$ cat config.mk
export PLATFORM = sky130hd
export DESIGN_NAME = bcd2bin_arbiter
export DESIGN_NICKNAME = d
export VERILOG_FILES = /design/src/rtl/bcd2bin_arbiter.sv
export SDC_FILE = /design/constraint.sdc
export NUM_CORES = 1
export LEC_CHECK = 0
export ABC_AREA = 1
export BUFFER_PORTS_ARGS = -buffer_cell sky130_fd_sc_hd__clkbuf_2
export CELL_PAD_IN_SITES_DETAIL_PLACEMENT = 0
export CELL_PAD_IN_SITES_GLOBAL_PLACEMENT = 2
export CORE_ASPECT_RATIO = 2
export CORE_UTILIZATION = 27
export DETAILED_ROUTE_END_ITERATION = 8
export GPL_TIMING_DRIVEN = 0
export PLACE_DENSITY = 0.85
export SYNTH_ARGS = -nofsm -noshare
export SYNTH_HDL_FRONTEND = slang
export SYNTH_SLANG_ARGS = --single-unit
$ cat constraint.sdc
create_clock -name clk -period 2.7 [get_ports clk]
set_input_delay 0.54 -clock clk [delete_from_list [all_inputs] [get_ports clk]]
set_output_delay 0.54 -clock clk [all_outputs]
set_load 0.1 [all_outputs]
$ cat src/rtl/bcd2bin_arbiter.sv
// rtl/bcd2bin_arbiter.sv - round-robin sequencer sharing one bcd2bin converter among N requesters
// Optional operand digit check: define BCD2BIN_ARB_DIGIT_CHECK_EN.
module bcd2bin_arbiter #(
    parameter int N = 4
) (
    input  logic             clk,
    input  logic             reset,
    input  logic [N-1:0]     req,
    input  logic [8*N-1:0]   bcd_in,
    output logic [N-1:0]     ack,
    output logic [6:0]       bin_out,
    output logic             err,
    output logic             busy,
    output logic             cv_start,
    output logic [3:0]       cv_bcd1,
    output logic [3:0]       cv_bcd0,
    input  logic             cv_done_tick,
    input  logic [6:0]       cv_bin
);

    localparam int IW = (N > 1) ? $clog2(N) : 1;
    localparam logic [N-1:0] ONE_HOT0 = {{(N-1){1'b0}}, 1'b1};

    typedef enum logic [1:0] {IDLE, START, WAIT, DONE} state_t;

    state_t        state;
    logic [IW-1:0] rr_ptr;
    logic [IW-1:0] gnt_idx;
    logic [7:0]    opnd;

    logic          win;
    logic [IW-1:0] win_idx;
    logic [7:0]    win_opnd;
    logic          digit_bad;

    assign cv_bcd1 = opnd[7:4];
    assign cv_bcd0 = opnd[3:0];

    // First set request at or after rr_ptr, wrapping explicitly so any N is legal.
    always_comb begin
        int            pos;
        logic [IW-1:0] cand;
        win     = 1'b0;
        win_idx = '0;
        pos     = 0;
        cand    = '0;
        for (int k = 0; k < N; k++) begin
            pos = int'(rr_ptr) + k;
            if (pos >= N)
                pos = pos - N;
            cand = IW'(pos);
            if (!win && req[cand]) begin
                win     = 1'b1;
                win_idx = cand;
            end
        end
        win_opnd = bcd_in[8*win_idx +: 8];
    end

`ifdef BCD2BIN_ARB_DIGIT_CHECK_EN
    assign digit_bad = (win_opnd[7:4] > 4'd9) || (win_opnd[3:0] > 4'd9);
`else
    assign digit_bad = 1'b0;
`endif

    always_ff @(posedge clk) begin
        if (reset) begin
            state    <= IDLE;
            rr_ptr   <= '0;
            gnt_idx  <= '0;
            opnd     <= '0;
            ack      <= '0;
            err      <= 1'b0;
            busy     <= 1'b0;
            cv_start <= 1'b0;
            bin_out  <= '0;
        end else begin
            ack      <= '0;
            err      <= 1'b0;
            cv_start <= 1'b0;
            case (state)
                IDLE: begin
                    if (win) begin
                        gnt_idx <= win_idx;
                        opnd    <= win_opnd;
                        busy    <= 1'b1;
                        if (digit_bad) begin
                            // Rejected operands never reach the converter.
                            state <= DONE;
                            ack   <= ONE_HOT0 << win_idx;
                            err   <= 1'b1;
                        end else begin
                            state    <= START;
                            cv_start <= 1'b1;
                        end
                    end
                end
                START: state <= WAIT;
                WAIT: begin
                    if (cv_done_tick) begin
                        bin_out <= cv_bin;
                        ack     <= ONE_HOT0 << gnt_idx;
                        state   <= DONE;
                    end
                end
                DONE: begin
                    rr_ptr <= (gnt_idx == IW'(N-1)) ? '0 : gnt_idx + 1'b1;
                    busy   <= 1'b0;
                    state  <= IDLE;
                end
                default: state <= IDLE;
            endcase
        end
    end

endmodule
==> results of run 1 <==
==> logic make-up after synthesis <==
| group | count (synthesis) | synth area share |
|---|---|---|
| DFF | 27 | 0.295 |
| AOI/OAI and AO/OA | 29 | 0.0896 |
| other | 1 | 0.00205 |
| adders and majority gates | 4 | 0.0274 |
| and+or+nand+nor | 151 | 0.434 |
| buffers and inverters | 58 | 0.151 |
==> per-layer routing <==
layer / GRT usage / up-vias / part of all wire
met4: 0.0610 / 0 / 0.034
met2: 0.277 / 56 / 0.56
met3: 0.0197 / 10 / 0.046
met1: 0.144 / 818 / 0.36
li1: - / 985 / -
met5: 0 / - / 0
==> worst min-delay path by stage <==
stage / startpoint / to / slack, ns
finish: bin_out[2]$_SDFFE_PP0N_ / bin_out[2]$_SDFFE_PP0N_ / 0.48
global route: bin_out[1]$_SDFFE_PP0N_ / bin_out[1]$_SDFFE_PP0N_ / 0.51
CTS: bin_out[6]$_SDFFE_PP0N_ / bin_out[6]$_SDFFE_PP0N_ / 0.49
detailed placement: bin_out[6]$_SDFFE_PP0N_ / bin_out[6]$_SDFFE_PP0N_ / 0.47
global placement: bin_out[1]$_SDFFE_PP0N_ / bin_out[1]$_SDFFE_PP0N_ / 0.46
floorplan: gnt_idx[0]$_SDFFE_PP0P_ / ack[0]$_SDFF_PP0_ / 0.45
==> cell usage after synthesis, types with 2 or more instances <==
cell type  instances  area (µm²)
o21ai_1            4        20.0
inv_2              4        15.0
inv_1             42         158
nor2_1            36         135
nand3_2            5        50.1
nand2_1           53         199
o21ai_2            3        26.3
a21oi_1            5        25.0
buf_6              4        45.0
ha_1               4        50.1
nand3_1           18        90.1
o21ai_0           15        75.1
clkinv_1           2        7.51
nand3_4            2        35.0
nand2_2           16         100
dfxtp_1           27         541
nand4_1           13        81.3
nand2_4            5        56.3
==> layout make-up <==
type                       instances  area, µm²  area share
multi-input combinational        185       1010       0.430
sequential                        27        541       0.230
timing repair buffer              66        330       0.140
inverter                          49        186      0.0793
tap                               88        110      0.0468
buffer                             9       90.1      0.0383
clock buffer                       3       75.1      0.0319
clock inverter                     1       7.51     0.00319
==> per-stage QoR <==
step	hold slack, ns	utilization
floorplan	0.447	-
global placement	0.461	0.346
detailed placement	0.471	0.346
CTS	0.487	0.358
global route	0.511	0.358
finish	0.481	0.358
==> where the power goes <==
group | leakage (nW) | internal, W | switching [W]
Combinational | 1.05 | 0.000457 | 0.00133
Clock | 0.0371 | 0.000201 | 0.000137
Sequential | 0.222 | 0.000520 | 0.0000763
==> sequential cells by signal, indices dropped and copies added (netlist names) <==
register,count
opnd,8
bin_out,7
ack,4
gnt_idx,2
rr_ptr,2
state,2
busy,1
cv_start,1
==> worst min-delay path, delay by kind of cell, from the launching register on <==
| family | cells | cell delay (ns) |
|---|---|---|
| AND/OR/NAND/NOR | 2 | 0.12 |
| flip-flops | 1 | 0.32 |
==> impl_metrics.env, run 1 <==
export IMPL_grt_setup_unrepaired="false"
export IMPL_finalWorstSetupSlack_ns=0.741
export IMPL_path_delay_family="simple AND/OR/NAND/NOR gates"
export IMPL_area_growth_pct=28.6
export IMPL_synth_area_um2=1830
export IMPL_layout_nets=391
export IMPL_reg2reg_from="rr_ptr[1]$_SDFFE_PP0P_"
export IMPL_grt_pass1_wl_um=8000
export IMPL_crit_end="opnd[5]$_SDFFE_PP0P_"
export IMPL_synth_seq_cells=27
export IMPL_vias=1869
export IMPL_dieHeight_um=118
export IMPL_cp_max_fo=10
export IMPL_final_common_cell="clkbuf_2"
export IMPL_setup_viol=0
export IMPL_wl_per_cell_um=11.1
export IMPL_ys_seq_area_frac=0.295
export IMPL_die_area_um2=7130
export IMPL_outcome="completed"
export IMPL_h_tree_depth=1
export IMPL_final_cell_mix="66 x clkbuf_2, 53 x nand2_1, 42 x inv_1"
export IMPL_cts_clk_slew_worst_paths_ns=0.07
export IMPL_drc=0
export IMPL_insertion_delay_ns=0.26
export IMPL_diodes=0
export IMPL_ys_flop_type="dfxtp_1"
export IMPL_skew_ns=0.00198
export IMPL_worst_pin_slew_ns=0.564
export IMPL_grt_pass1_vias=1822
export IMPL_setup_tns_ns=0
export IMPL_port_buffers=66
export IMPL_cts_resized=0
export IMPL_fillers=741
export IMPL_drtIter0Drc=52
export IMPL_grt_max_degree=17
export IMPL_synth_cell_type_count=30
export IMPL_hold_viol=0
export IMPL_post_cts_buffers=0
export IMPL_peakVddDrop_v=0.000430
export IMPL_ctsHoldBuffers=0
export IMPL_clockBufferDepth=2
export IMPL_synth_warnings=0
export IMPL_initial_core_util=0.278
export IMPL_period_needed_ns=1.96
export IMPL_end_kind="flip-flop"
export IMPL_p_per_area_nw_per_um2=1160
export IMPL_reg2reg_depth=14
export IMPL_postSynthCellCount=270
export IMPL_cp_depth=14
export IMPL_max_clock_freq_ghz=0.510
export IMPL_drt_first_pass_iters=4
export IMPL_drv_cap=0
export IMPL_startpoint="rr_ptr[1]$_SDFFE_PP0P_"
export IMPL_critPathKind="flip-flop to flip-flop"
export IMPL_hold_path_class="flip-flop to flip-flop"
export IMPL_cp_common_cell="nand2_2"
export IMPL_avgSynthCellArea_um2=6.78
export IMPL_rrSetupSlack_ns=0.74
export IMPL_rows=42
export IMPL_critPathLaunchType="flip-flop"
export IMPL_antenna_found_initial=0
export IMPL_final_max_slew_viol_count=0
export IMPL_clock_sinks=27
export IMPL_relSlewSlack=0.626
export IMPL_holdPathStages=2
export IMPL_drive_gt1_frac=0.341
export IMPL_crit_arrival_ns=2.12
export IMPL_place_ws_ns=0.617
export IMPL_async_flop_share=0
export IMPL_required_ns=2.86
export IMPL_synth_fp_nets=320
export IMPL_die_w_um=60.2
export IMPL_core_um2=6570
export IMPL_placed_cell_area_um2=2270
export IMPL_wirelength_um=4770
export IMPL_cpPeakStageDelay_ns=0.48
export IMPL_place_congestion=0.825
export IMPL_period_share=0.726
export IMPL_globalRouteOverflowTotal=0
export IMPL_postRouteAntennaNets=0
export IMPL_dp_hpwl_um=3980
export IMPL_viasPerCell=4.37
export IMPL_r2r_end="opnd[5]$_SDFFE_PP0P_"
export IMPL_num_io_pins=68
export IMPL_cp_buffers_inverters=3
export IMPL_synth_edf_count=0
export IMPL_p_leak_nw=1.31
export IMPL_cts_made_buffers=3
export IMPL_dp_cells=424
export IMPL_cts_root_buf="clkbuf_16"
export IMPL_grt_use_total=0.145
export IMPL_cp_cell_sequence="inv_2, nand2_2, nand2_2, nand2_2, nand2_4, nor2_8, nand3_4, nand3_4, buf_8, nand2_1, nand3_1, nand3_1, nand2_1, inv_1"
export IMPL_finalInstanceArea_um2=2350
export IMPL_cpMaxStageDelayCell="dfxtp_1"
export IMPL_power_w=0.00272
export IMPL_final_cells=428
export IMPL_cts_tree="yes"
Note: power is estimated with default switching activity, not from simulation.
==> run 2: changes to the inputs <==
--- a/config.mk
+++ b/config.mk
@@ -10,10 +10,10 @@
 export CELL_PAD_IN_SITES_DETAIL_PLACEMENT = 0
 export CELL_PAD_IN_SITES_GLOBAL_PLACEMENT = 2
 export CORE_ASPECT_RATIO = 2
-export CORE_UTILIZATION = 27
+export CORE_UTILIZATION = 25
 export DETAILED_ROUTE_END_ITERATION = 8
 export GPL_TIMING_DRIVEN = 0
-export PLACE_DENSITY = 0.85
+export PLACE_DENSITY = 0.79
 export SYNTH_ARGS = -nofsm -noshare
 export SYNTH_HDL_FRONTEND = slang
 export SYNTH_SLANG_ARGS = --single-unit
==> constraint.sdc (replaced) <==
create_clock -name clk -period 1.9 [get_ports clk]
set_input_delay 0.38 -clock clk [delete_from_list [all_inputs] [get_ports clk]]
set_output_delay 0.38 -clock clk [all_outputs]
set_load 0.1 [all_outputs]
==> impl_metrics.env, run 2 (synthesis results as in run 1) <==
export IMPL_p_leak_nw=1.34
export IMPL_core_um2=6990
export IMPL_cts_clk_slew_worst_paths_ns=0.07
export IMPL_seq_power_share=0.213
export IMPL_insertion_delay_ns=0.26
export IMPL_layout_nets=392
export IMPL_peakVddDrop_v=0.000780
export IMPL_postRouteAntennaNets=0
export IMPL_grt_pass1_wl_um=8000
export IMPL_grt_setup_unrepaired="false"
export IMPL_reg2reg_depth=13
export IMPL_crit_arrival_ns=1.94
export IMPL_drv_cap=0
export IMPL_die_w_um=62.5
export IMPL_startpoint="rr_ptr[0]$_SDFFE_PP0P_"
export IMPL_crit_end="opnd[4]$_SDFFE_PP0P_"
export IMPL_timing_hold_ws_ns=0.372
export IMPL_cpMaxStageDelayCell="dfxtp_2"
export IMPL_rows=43
export IMPL_dp_hpwl_um=4100
export IMPL_switching_share=0.561
export IMPL_grt_use_total=0.130
export IMPL_critPathKind="flip-flop to flip-flop"
export IMPL_r2r_end="opnd[4]$_SDFFE_PP0P_"
export IMPL_h_tree_depth=1
export IMPL_cp_max_fo=10
export IMPL_die_area_um2=7680
export IMPL_reg2reg_from="rr_ptr[0]$_SDFFE_PP0P_"
export IMPL_wirelength_um=4960
export IMPL_critPathLaunchType="flip-flop"
export IMPL_drive_gt1_frac=0.361
export IMPL_cpPeakStageDelay_ns=0.37
export IMPL_wl_per_cell_um=11.5
export IMPL_final_cell_mix="66 x clkbuf_2, 52 x nand2_1, 41 x inv_1"
export IMPL_p_sw_w=0.00224
export IMPL_grt_max_degree=16
export IMPL_post_cts_buffers=0
export IMPL_antenna_found_initial=0
export IMPL_cts_tree="yes"
export IMPL_viasPerCell=4.26
export IMPL_ctsHoldBuffers=0
export IMPL_final_common_cell="clkbuf_2"
export IMPL_clock_sinks=27
export IMPL_path_delay_family="simple AND/OR/NAND/NOR gates"
export IMPL_drtIter0Drc=51
export IMPL_final_max_slew_viol_count=0
export IMPL_end_kind="flip-flop"
export IMPL_p_clk_frac=0.121
export IMPL_period_needed_ns=1.78
export IMPL_top_regs="opnd (8), bin_out (7), ack (4)"
export IMPL_largest_register="opnd"
export IMPL_max_clock_freq_ghz=0.563
export IMPL_vias=1835
export IMPL_skew_ns=0.00376
export IMPL_initial_core_util=0.262
export IMPL_clockBufferDepth=2
export IMPL_relSlewSlack=0.632
export IMPL_internal_power_w=0.00175
export IMPL_cts_root_buf="clkbuf_16"
export IMPL_area_growth_pct=32.5
export IMPL_num_io_pins=68
export IMPL_rrSetupSlack_ns=0.12
export IMPL_min_from="cv_bin[5]"
export IMPL_cts_made_buffers=3
export IMPL_cp_depth=13
export IMPL_required_ns=2.06
export IMPL_largest_reg_flops=8
export IMPL_drc=0
export IMPL_dieHeight_um=123
export IMPL_hold_path_class="input pin to flip-flop"
export IMPL_diodes=0
export IMPL_setup_viol=0
export IMPL_globalRouteOverflowTotal=0
export IMPL_worst_pin_slew_ns=0.555
export IMPL_drt_first_pass_iters=4
export IMPL_cp_cell_sequence="buf_8, nand2_2, nand3_1, nand2_1, nand2_2, nand3_2, nand3_4, buf_8, nand2_1, nand3_1, nand3_2, nand2_1, inv_1"
export IMPL_setup_tns_ns=0
export IMPL_cp_common_cell="nand2_1"
export IMPL_port_buffers=66
export IMPL_hold_viol=0
export IMPL_period_share=0.935
export IMPL_place_congestion=0.863
export IMPL_pwr_share_comb=0.666
export IMPL_grt_pass1_vias=1796
export IMPL_p_per_area_nw_per_um2=1640
export IMPL_cp_buffers_inverters=3
export IMPL_outcome="completed"
run 2: cell types whose count changed in the layout (fill, tap and decap cells not counted), sizes merged:
cell,change
clkbuf,+2
clkinv,+1
buf,-1
clkinvlp,-1
run 2: routing by layer:
metal	GRT usage	up-vias	wire length (µm)
li1	-	989	-
met1	0.130	797	1830
met2	0.275	47	2920
met3	0.0138	2	192
met4	0.0305	0	19
met5	0	-	0
run 2: worst min path at each step:
| stage | endpoint | slack [ns] | cells past startpoint |
|---|---|---|---|
| floorplan | ack[0]$_SDFF_PP0_ | 0.45 | 1 |
| global route | bin_out[5]$_SDFFE_PP0N_ | 0.38 | 3 |
| detailed placement | bin_out[5]$_SDFFE_PP0N_ | 0.48 | 2 |
| global placement | bin_out[2]$_SDFFE_PP0N_ | 0.46 | 2 |
| CTS | bin_out[4]$_SDFFE_PP0N_ | 0.37 | 3 |
| finish | bin_out[5]$_SDFFE_PP0N_ | 0.37 | 3 |
run 2: power by group through the flow:
stage / combinational, W / sequential, W / clock, W
detailed placement: 0.00258 / 0.000856 / 0
floorplan: 0.00124 / 0.00168 / 0
CTS: 0.00259 / 0.000850 / 0.000488
finish: 0.00265 / 0.000850 / 0.000480
global route: 0.00288 / 0.000871 / 0.000509
global placement: 0.00257 / 0.000855 / 0
run 2: what timing repair did:
item | in CTS | in global routing
resized for setup | 4 | 9
cloned | 0 | 1
endpoints found under the setup margin | 3 | 4
pin swaps | 0 | 3
run 2: worst reg2reg max path, stage by stage, from the launching register on:
cell     delay [ns]
dfxtp_2        0.37
buf_8          0.15
nand2_2        0.09
nand3_1        0.11
nand2_1        0.10
nand2_2        0.10
nand3_2        0.12
nand3_4        0.16
buf_8          0.12
nand2_1        0.05
nand3_1        0.09
nand3_2        0.11
nand2_1        0.08
inv_1          0.03
run 2: area by class of cell:
class,instances,area (µm²)
plain buffers,9,96.3
fillers,814,4570
clock buffers,3,75.1
multi-input cells,185,1040
well taps,90,113
flip-flops and latches,27,546
clock inverters,1,5.00
inverters,49,189
repair buffers,67,355
run 2: through the flow:
stage | power [W] | std cells | instance area, µm² | utilization | setup WS [ns]
after global routing | 0.00426 | 431 | 2420 | 0.347 | 0.00593
after detailed placement | 0.00344 | 426 | 2270 | 0.325 | -0.0460
final | 0.00398 | 431 | 2420 | 0.347 | 0.123
after CTS | 0.00393 | 430 | 2360 | 0.337 | 0.0159
after floorplan | 0.00292 | 270 | 1830 | - | 0.330
after global placement | 0.00342 | 426 | 2270 | 0.325 | -0.0442
==> run 3: changes to the inputs <==
--- a/config.mk
+++ b/config.mk
@@ -13,7 +13,7 @@
 export CORE_UTILIZATION = 25
 export DETAILED_ROUTE_END_ITERATION = 8
 export GPL_TIMING_DRIVEN = 0
-export PLACE_DENSITY = 0.79
+export PLACE_DENSITY = 0.75
 export SYNTH_ARGS = -nofsm -noshare
 export SYNTH_HDL_FRONTEND = slang
 export SYNTH_SLANG_ARGS = --single-unit
==> impl_metrics.env, run 3 (synthesis results as in run 1) <==
export IMPL_worst_pin_slew_ns=0.555
export IMPL_drc=0
export IMPL_rows=43
export IMPL_drtIter0Drc=40
export IMPL_antenna_found_initial=0
export IMPL_skew_ns=0.00781
export IMPL_reg2reg_depth=14
export IMPL_critPathKind="flip-flop to flip-flop"
export IMPL_min_from="cv_bin[4]"
export IMPL_grt_use_total=0.136
export IMPL_viasPerCell=4.20
export IMPL_peakVddDrop_v=0.000883
export IMPL_final_common_cell="clkbuf_2"
export IMPL_core_um2=6990
export IMPL_final_max_slew_viol_count=0
export IMPL_grt_pass1_wl_um=8260
export IMPL_dieHeight_um=123
export IMPL_p_leak_nw=1.37
export IMPL_insertion_delay_ns=0.26
export IMPL_largest_reg_flops=8
export IMPL_cts_clk_slew_worst_paths_ns=0.07
export IMPL_die_area_um2=7680
export IMPL_setup_tns_ns=0
export IMPL_port_buffers=66
export IMPL_period_share=0.951
export IMPL_required_ns=2.05
export IMPL_area_growth_pct=34.4
export IMPL_hold_path_class="input pin to flip-flop"
export IMPL_diodes=0
export IMPL_max_clock_freq_ghz=0.554
export IMPL_postRouteAntennaNets=0
export IMPL_final_core_util=0.352
export IMPL_cts_tree="yes"
export IMPL_crit_arrival_ns=1.96
export IMPL_wl_per_cell_um=11.4
export IMPL_dp_hpwl_um=4100
export IMPL_layout_nets=399
export IMPL_grt_setup_unrepaired="true"
export IMPL_drt_first_pass_iters=4
export IMPL_cts_made_buffers=3
export IMPL_reg2reg_from="rr_ptr[0]$_SDFFE_PP0P_"
export IMPL_largest_register="opnd"
export IMPL_top_regs="opnd (8), bin_out (7), ack (4)"
export IMPL_place_congestion=0.749
export IMPL_h_tree_depth=1
export IMPL_grt_max_degree=16
export IMPL_p_per_area_nw_per_um2=1650
export IMPL_period_needed_ns=1.81
export IMPL_final_cells=438
export IMPL_critPathLaunchType="flip-flop"
export IMPL_num_io_pins=68
export IMPL_die_w_um=62.5
export IMPL_holdPathStages=3
export IMPL_globalRouteOverflowTotal=0
export IMPL_clockBufferDepth=2
export IMPL_initial_core_util=0.262
export IMPL_end_kind="flip-flop"
export IMPL_finalWorstSetupSlack_ns=0.0940
export IMPL_rrSetupSlack_ns=0.09
export IMPL_dp_cells=426
export IMPL_startpoint="rr_ptr[0]$_SDFFE_PP0P_"
export IMPL_relSlewSlack=0.632
export IMPL_place_ws_ns=-0.0246
export IMPL_final_cell_mix="66 x clkbuf_2, 53 x nand2_1, 40 x inv_1"
export IMPL_clock_sinks=27
export IMPL_ctsHoldBuffers=0
export IMPL_drv_cap=0
export IMPL_vias=1839
export IMPL_drive_gt1_frac=0.382
export IMPL_wirelength_um=5000
export IMPL_outcome="completed"
export IMPL_hold_viol=0
export IMPL_grt_pass1_vias=1767
export IMPL_cp_max_fo=10
export IMPL_setup_viol=0
export IMPL_cts_root_buf="clkbuf_16"
[run 3: changes by cell type in the layout (fill, tap and decap cells not counted), sizes merged]
cell,delta
buf,+8
clkbuf,-1
[run 3: final cells by class]
cell class              count  area, µm²
fillers                   808       4540
multi-input cells         185       1040
flip-flops and latches     27        546
repair buffers             74        390
inverters                  49        191
well taps                  90        113
plain buffers               9       96.3
clock buffers               3       75.1
clock inverters             1       5.00
[run 3: path summary, 6_finish.rpt]
kind | to
setup reg to reg | opnd[3]$_SDFFE_PP0P_
hold / removal | bin_out[4]$_SDFFE_PP0N_
setup / recovery | opnd[3]$_SDFFE_PP0P_
hold reg to reg | bin_out[3]$_SDFFE_PP0N_
[run 3: metrics by stage]
stage | cell area [µm²] | hold slack [ns] | power, W
after floorplan | 1830 | 0.447 | 0.00292
after global placement | 2270 | 0.462 | 0.00343
after detailed placement | 2270 | 0.472 | 0.00344
after CTS | 2360 | 0.360 | 0.00395
after global routing | 2460 | 0.376 | 0.00437
final | 2460 | 0.363 | 0.00405
[run 3: per-layer routing]
metal	vias up	GRT usage	share of wire
met5	-	0	0
met4	0	0.0305	0.0098
met3	4	0.00646	0.031
met2	48	0.277	0.57
met1	792	0.149	0.39
li1	995	-	-
[run 3: worst max-delay path, cell delays in order, from the launching register on]
cell and delay [ns]:
dfxtp_4 0.37, buf_8 0.14, nand2_1 0.07, nand2_2 0.11
nand2_2 0.09, nand2_4 0.09, nor2_8 0.04, nand3_4 0.12
nand3_4 0.11, buf_8 0.16, buf_4 0.14, nand2_2 0.04
o21ai_1 0.06, o21ai_1 0.11, nor2_1 0.04
[run 3: power breakdown]
| group | total [W] | internal, W | switching, W |
|---|---|---|---|
| registers | 0.000853 | 0.000741 | 0.000112 |
| logic | 0.00272 | 0.000779 | 0.00194 |
| clock network | 0.000477 | 0.000284 | 0.000193 |
| total | 0.00405 | 0.00180 | 0.00225 |
[run 3: repair_timing]
item	in CTS	in global routing
buffers inserted	0	8
cloned	0	0
pin swaps	0	7
resized for setup	4	11
endpoints found under the setup margin	2	8
